===== src/rtl/instr_fetch_ctrl.sv =====
// Instruction fetch controller: owns the fetch PC, drives the combinational
// program ROM and queues {pc, instr} pairs for decode over valid/ready.
module instr_fetch_ctrl #(
  parameter logic [31:0] RESET_PC = 32'h0000_0000,
  parameter int unsigned QDEPTH   = 2
) (
  input  logic                       clk,
  input  logic                       rst,
  input  logic                       fetch_en,
  output logic [31:0]                rom_addr,
  input  logic [31:0]                rom_data,
  input  logic                       redirect,
  input  logic [31:0]                redirect_pc,
  output logic                       if_valid,
  input  logic                       if_ready,
  output logic [31:0]                if_instr,
  output logic [31:0]                if_pc,
  output logic [$clog2(QDEPTH):0]    q_count
);

  localparam int unsigned PW = $clog2(QDEPTH);
  localparam int unsigned CW = PW + 1;
  localparam logic [CW-1:0] DEPTH_C = CW'(QDEPTH);

  logic [31:0]   r_pc;
  logic [PW-1:0] r_rd_ptr;
  logic [PW-1:0] r_wr_ptr;
  logic [CW-1:0] r_count;
  logic [31:0]   r_pc_mem    [QDEPTH];
  logic [31:0]   r_instr_mem [QDEPTH];

  logic w_pop;
  logic w_push;

  // A pop frees its slot in the same cycle, so a full queue still accepts a push.
  assign w_pop  = (r_count != '0) & if_ready;
  assign w_push = fetch_en & ~redirect & ((r_count < DEPTH_C) | w_pop);

  always_ff @(posedge clk) begin
    if (rst) begin
      r_pc     <= RESET_PC;
      r_rd_ptr <= '0;
      r_wr_ptr <= '0;
      r_count  <= '0;
    end else if (redirect) begin
      r_pc     <= {redirect_pc[31:2], 2'b00};
      r_rd_ptr <= '0;
      r_wr_ptr <= '0;
      r_count  <= '0;
    end else begin
      if (w_push) begin
        r_pc     <= r_pc + 32'd4;
        r_wr_ptr <= r_wr_ptr + PW'(1);
      end
      if (w_pop) begin
        r_rd_ptr <= r_rd_ptr + PW'(1);
      end
      case ({w_push, w_pop})
        2'b10:   r_count <= r_count + CW'(1);
        2'b01:   r_count <= r_count - CW'(1);
        default: r_count <= r_count;
      endcase
    end
  end

  // Storage needs no reset: entries are only visible through r_count.
  always_ff @(posedge clk) begin
    if (w_push) begin
      r_pc_mem[r_wr_ptr]    <= r_pc;
      r_instr_mem[r_wr_ptr] <= rom_data;
    end
  end

  assign rom_addr = r_pc;
  assign if_valid = (r_count != '0);
  assign if_pc    = r_pc_mem[r_rd_ptr];
  assign if_instr = r_instr_mem[r_rd_ptr];
  assign q_count  = r_count;

endmodule


===== config.mk =====
export PLATFORM = sky130hd
export DESIGN_NAME = instr_fetch_ctrl
export DESIGN_NICKNAME = d
export VERILOG_FILES = /design/src/rtl/instr_fetch_ctrl.sv
export SDC_FILE = /design/constraint.sdc
export NUM_CORES = 1
export LEC_CHECK = 0
export ABC_AREA = 1
export CELL_PAD_IN_SITES_DETAIL_PLACEMENT = 1
export CELL_PAD_IN_SITES_GLOBAL_PLACEMENT = 2
export CORE_UTILIZATION = 32
export DETAILED_ROUTE_END_ITERATION = 12
export HOLD_SLACK_MARGIN = 0.12
export PLACE_DENSITY_LB_ADDON = 0.1
export RECOVER_POWER = 100
export SLEW_MARGIN = 20
export SYNTH_ARGS = -nofsm -noshare
export SYNTH_HDL_FRONTEND = slang
export SYNTH_SLANG_ARGS = --single-unit

===== constraint.sdc =====
create_clock -name clk -period 4.89 [get_ports clk]
set_input_delay 0.7335 -clock clk [delete_from_list [all_inputs] [get_ports clk]]
set_output_delay 0.7335 -clock clk [all_outputs]
set_load 0.02 [all_outputs]

==> qor.txt <==
CORE AREA -> 0.0211 mm²
Max Freq -> 271 MHz
CP cell instances -> mux2_2, dlygate4sd3_1
Worst path slowest cell -> dfxtp_2
startpoint types -> flip-flop
run status -> finished with violations
Arrival @ worst endpoint -> 2.96 ns
largest net degree at the start of global routing -> 63
DRC violations left -> 0
Final TNS setup -> 0 ns
synth warn -> 0
WL per Instance -> 17.0 µm
total CTS buffers -> 17
Rel. slew slack -> -0.0689
Worst VDD drop -> 0.000212 V
first-pass GRT wire length -> 28000 µm
synthesis-stage register bit count -> 159
Crit. End Element -> primary output
max_cap viols -> 1
Reg clk slew, reported paths -> 0.07 ns
unrepaired setup endpoints after global routing -> false
most frequent cell after synthesis -> edfxtp_1
largest family of logic cells by synthesized area -> simple AND/OR/NAND/NOR gates
PwrDens -> 335 mW/mm²
post-CTS setup buffer count -> 0
FF-to-FF path depth -> 6
area fraction of the dominant cell type after synthesis -> 0.538
non-filler cells in the finished layout -> 1056
post-synth top area cell -> edfxtp_1
initial drt markers -> 180
final net count -> 839
root buf cell -> clkbuf_16
die area -> 0.0222 mm²
clock skew -> 0.00844 ns
height of the chip -> 149 µm
number of synthesized flops with an enable pin -> 124
static leakage power -> 3.37 nW
hold worst-path end -> r_rd_ptr
register area share after synthesis -> 0.639
fraction of layout cells with a size suffix above 1 -> 0.159
port bufs -> 161
Slew @ Worst Pin -> 1.60 ns
DP HPWL -> 12400 µm
period utilization -> 0.755
unique cell type count in the Yosys netlist -> 32
Simple-Gate Fraction of Synth Area -> 0.146
via total after detailed routing -> 4893
vias in the first global route -> 5130
cell count along the critical path -> 2
H-Tree Depth -> 4
Syn Std Cell Area -> 0.00692 mm²
Synth Area in Compound Gates -> 0.0501
ys flop type -> edfxtp_1
top post-synthesis cells by area -> edfxtp_1 (54%), dfxtp_1 (10%), mux2_2 (10%)
CTS Sinks -> 159
area grow syn2layout -> 35.6%
hold crit path type -> reg -> reg
# setup viols final -> 0
Worst R2R Start -> q_count[1]
XOR/XNOR Fraction of Synth Area -> 0.00633
post-cts sizing count -> 0
Worst EP required -> 4.16 ns
Via density -> 4.63
fin crit period -> 3.69 ns
# placed instances -> 1024
Post-Syn Instances -> 600
RR Endpoint -> r_pc_mem[0][3]
global placement routability congestion -> 0.741
clock tree buffer depth -> 2
CP Max Fanout -> 62
failing checks -> capacitance limit, slew limit
Hold Vio Cnt, Final -> 0
adder-cell share of the synthesized area -> 0.00362
n_diodes -> 0
# IOs -> 168
hold depth -> 1
Initial Util -> 0.328
# rows -> 53
first drt pass iteration count -> 6
max incr delay on CP -> 1.41 ns
CTS tree -> yes
hold_buf cts -> 0
Synth top cells by count -> edfxtp_1 (124), nand2_1 (121), inv_1 (63)
global route overflow -> 0
Slew Limit Fails -> 63
Avg Synthesized Cell Area -> 11.5 µm²
GR Util All Layers -> 0.167
hold_sp -> r_rd_ptr
clock latency on the worst-skew pair -> 0.42 ns
reg2reg setup slack -> 1.94 ns
Routed Antenna Nets -> 0
antenna violations before repair -> 0
Crit Path Class -> reg -> out
WP buf/inv -> 1
Async SR Flop Fraction -> 0
family with the most delay on the worst path -> flip-flops
Die W -> 149 µm
final WL -> 17900 µm
mux cell area share after synthesis -> 0.101
[registers in the layout, indices dropped and copies added, names as in the netlist, named ones only]
signal / cells
r_wr_ptr: 1
r_instr_mem: 64
r_pc_mem: 60
q_count: 2
r_rd_ptr: 1
rom_addr: 30
[kinds of logic (layout without fill, tap and decap cells)]
family                   count (synthesis)  after routing
AO/OA/AOI/OAI                           64             64
XOR/XNOR                                 5              5
adder cells (fa/ha/maj)                  2              2
buffers and inverters                   85            263
flip-flops                             159            159
multiplexers                            62             62
other                                    1              4
AND/OR/NAND/NOR                        222            222
[cells in the final DEF, fill, tap and decap left out, types with 3 or more instances in the layout]
cell,Yosys,final
nand2_1,121,121
clkdlybuf4s50_1,0,33
clkbuf_16,0,17
inv_1,63,63
a21oi_1,23,24
inv_8,0,5
dlygate4sd3_1,0,128
mux2_2,62,62
nand2_2,3,3
nand3_1,37,37
xnor2_1,3,3
dfxtp_1,35,34
nand2_4,4,4
o21ai_0,20,31
nor2_2,7,7
nor2_4,8,10
inv_6,0,4
clkinvlp_4,0,3
nor2_1,36,34
edfxtp_1,124,124
conb_1,1,4
a31oi_1,7,7
[cell type report]
| type | instances | area, µm² |
|---|---|---|
| fill | 2286 | 11700 |
| sequential | 159 | 4430 |
| multi-input combinational | 359 | 2140 |
| timing repair buffer | 167 | 1660 |
| clock buffer | 17 | 425 |
| tap | 275 | 344 |
| inverter | 64 | 240 |
| clock inverter | 15 | 150 |
[through the flow]
step | util | area, µm² | total power, mW | hold WS (ns) | setup slack [ns]
final | 0.445 | 9380 | 3.14 | 0.468 | 1.20
after floorplan | - | 6930 | 1.73 | 0.425 | 0.706
after detailed placement | 0.419 | 8830 | 1.90 | 0.453 | 1.83
after global routing | 0.445 | 9380 | 3.26 | 0.498 | 0.969
after global placement | 0.419 | 8830 | 1.89 | 0.425 | 1.89
after CTS | 0.446 | 9410 | 3.21 | 0.466 | 1.71
[power breakdown]
| group | leakage (nW) | internal [mW] | switching (mW) |
|---|---|---|---|
| registers | 1.43 | 1.51 | 0.0395 |
| logic | 1.66 | 0.138 | 0.159 |
| clock network | 0.274 | 0.680 | 0.616 |
| total | 3.37 | 2.33 | 0.815 |
[layer usage]
| layer | vias to the layer above | part of all wire | global-route usage |
|---|---|---|---|
| met5 | - | 0 | 0 |
| met4 | 0 | 0.010 | 0.0429 |
| met3 | 14 | 0.041 | 0.0370 |
| met2 | 114 | 0.49 | 0.282 |
| met1 | 2384 | 0.46 | 0.215 |
| li1 | 2381 | - | - |
[worst max path at each step]
| stage | end | slack [ns] |
|---|---|---|
| after CTS | if_pc[12] | 1.71 |
| after detailed placement | r_pc_mem[1][30] | 1.83 |
| final | if_pc[12] | 1.20 |
| after global placement | r_pc_mem[1][2] | 1.89 |
| after global routing | if_pc[12] | 0.97 |
| after floorplan | r_instr_mem[1][0] | 0.71 |
(Power assumes the default switching activity.)
==> edit (same flow settings) <==
Register the output `q_count` once more, without a reset; this adds one clock of latency there. The other outputs are not delayed to match.
--- a/src/rtl/instr_fetch_ctrl.sv
+++ b/src/rtl/instr_fetch_ctrl.sv
@@ -76,5 +76,7 @@
   assign if_pc    = r_pc_mem[r_rd_ptr];
   assign if_instr = r_instr_mem[r_rd_ptr];
-  assign q_count  = r_count;
+  always_ff @(posedge clk) begin
+    q_count <= r_count;
+  end
 
 endmodule
Behaviour: not the same (Yosys sat finds a counterexample within 4 cycles, from zero or initial values and one cycle with rst high).
==> edit against the unedited design <==
The run still ends with capacitance limit, slew limit left. Register-to-register slack worse by 0.26 ns. Routed wire length up 2.4%. Critical path depth up 4. Total power up 2.4%. Final area up 0.89%. Global-route usage up 0.55 points. Sequential cell count up 2. Combinational power up 1%. Setup slack worse by 0.026 ns. Area after synthesis up 0.83%. Cell count unchanged.
==> edit: results (changes against the unedited design) <==
stage,metric,value,unit,change
placed_design,Placed Cells,1024,,unchanged
logic_synthesis,most common library cells after synthesis,"edfxtp_1, nand2_1, mux2_2, inv_1, dfxtp_1",,
clock_network,worst-skew pair later-pin latency,0.43,ns,
grt,largest net degree at the start of global routing,63,,unchanged
logic_synthesis,Post-synth EDFFs,124,,unchanged
route,"antenna viol nets, final",0,,unchanged
grt,GR Layer Usage met2,0.297,,+0.0149
timing,Max-slew headroom,-0.562,,-0.493
grt,gr usage total,0.172,,+0.00554
logic_synthesis,post-synthesis sequential area ratio,0.640,,about the same
route,drt pass-1 iters,4,,-2
critical_path,worst-path fanout max,40,,-35%
final_layout,Ant. Diodes,0,,unchanged
logic_synthesis,Synth area leaders,"edfxtp_1, dfxtp_1, mux2_2",,
final_layout,Biggest register,r_instr_mem,,
logic_synthesis,Netlist cell types,32,,unchanged
worst_hold_path,Hold Path Class,reg2reg,,
power,Internal Power,0.00240,W,+3.0%
logic_synthesis,Synth Instances,601,,+0.17%
clock_network,clk buf depth,2,,unchanged
job,Max-cap violations,3,,+2
route,DRT Wirelength,18300,um,+2.4%
clock_network,H-tree levels,4,,unchanged
critical_path,CP max stage cell,nor2_1,,
critical_path,CP top delay family,simple AND/OR/NAND/NOR gates,,
grt,vias in the first global route,5309,,+3.5%
clock_network,root buf cell,clkbuf_16,,
clock_network,Num CTS Buffers,17,,unchanged
critical_path,crit-path max cell delay,1.72,ns,+0.31 ns
grt,met3 Track Usage GR,0.0317,,-0.00530
placed_design,I/O Buffers,161,,unchanged
final_layout,layout cells sized above 1,0.170,,+0.0115
timing,clk_skew,0.0101,ns,+0.00163 ns
placed_design,DP Wirelength,12500,um,+0.97%
clock_network,Post CTS Setup Buffer Count,0,,unchanged
critical_path,Worst EP arrival,3.82,ns,+0.86 ns
power,static leakage,3.36,nW,-0.23%
route,WL/cell,17.4,um,+2.4%
final_layout,final net count,839,,unchanged
clock_network,clock-pin slew on the worst setup and hold paths,0.07,ns,about the same
clock_network,CTS-repair resized insts,0,,unchanged
logic_synthesis,Synthesis Warnings,0,,unchanged
timing,final slew viol count,111,,+76%
route,via count,4895,,+0.041%
outcome,status,"finished, violations left",,
final_layout,Largest register FFs,64,,unchanged
final_layout,Filler cells,2255,,-1.4%
grt,first-pass GRT wire length,28900,um,+3.3%
logic_synthesis,post-synthesis async set-or-reset flop share,0,,unchanged
placed_design,Final GP Congestion,0.748,,+0.85%
power,peak supply drop,0.241,mV,+14%
route,1st-iter DRT viols,177,,-1.7%
grt,initial antenna violation count,0,,unchanged
outcome,failing checks,"capacitance limit, slew limit",,
grt,met1 global-route usage,0.217,,+0.00210
[edit: changes by cell type after synthesis, sizes merged, moves of 2 or more]
cell | before | now
and2 | 1 | 3
nand2 | 128 | 125
o21ai | 32 | 34
nor3 | 2 | 4
dfxtp | 35 | 37
a21oi | 24 | 26
nor2 | 51 | 48
[edit: metrics by stage]
step           hold slack [ns]   util  setup slack [ns]  area [um^2]
3_5_place_dp             0.375  0.419              1.84         8900
2_1_floorplan            0.363      -             0.707         6990
4_1_cts                  0.385  0.448              1.70         9500
3_3_place_gp             0.374  0.419              1.91         8900
6_report                 0.386  0.446              1.17         9470
5_1_grt                  0.400  0.446             0.850         9470
[edit: per-layer routing]
metal | up-vias | share of wire
met4 | 0 | 0.012
li1 | 2389 | -
met3 | 12 | 0.043
met1 | 2375 | 0.46
met5 | - | 0
met2 | 119 | 0.49
[edit: final cells by class]
cell class | instances | area, um^2 | area share
inverters | 63 | 236 | 0.0250
clock inverters | 15 | 173 | 0.0182
flip-flops and latches | 161 | 4470 | 0.472
multi-input cells | 359 | 2150 | 0.227
repair buffers | 166 | 1670 | 0.176
clock buffers | 17 | 425 | 0.0449
well taps | 275 | 344 | 0.0363
[edit: power by group through the flow]
stage               sequential [W]  clock, W  combinational, W
finish                     0.00156   0.00135          0.000301
global route               0.00157   0.00144          0.000327
CTS                        0.00157   0.00139          0.000331
detailed placement         0.00160         0          0.000328
global placement           0.00159         0          0.000321
floorplan                  0.00160         0          0.000144
[edit: worst paths after layout]
| kind | startpoint | to | slack (ns) | depth (start not counted) |
|---|---|---|---|---|
| max reg2reg | r_count[1]$_SDFFE_PP0P_ | r_instr_mem[1][15]$_DFFE_PP_ | 1.68 | 6 |
| max | if_ready | r_instr_mem[1][15]$_DFFE_PP_ | 1.17 | 6 |
| min | r_count[1]$_SDFFE_PP0P_ | q_count[1]$_DFF_P_ | 0.39 | 0 |
| min reg2reg | r_count[1]$_SDFFE_PP0P_ | q_count[1]$_DFF_P_ | 0.39 | 0 |
[edit: kinds of logic (layout without fill, tap and decap cells)]
kind of cell             count (synthesis)  after routing  synth area share
AND/OR/NAND/NOR                        221            221             0.147
flip-flops                             161            161             0.640
buffers and inverters                   84            261            0.0520
AO/OA/AOI/OAI                           67             67            0.0538
multiplexers                            62             62             0.100
XOR/XNOR                                 3              3           0.00377
adder cells (fa/ha/maj)                  2              2           0.00358
other                                    1              4          0.000537
[edit: worst register-to-register path, cell delays in order (launching register included)]
cell     delay [ns]
dfxtp_1        0.33
inv_2          0.09
o21ai_4        0.10
nor2_1         0.15
inv_1          0.10
nor2_1         1.72
buf_12         0.37
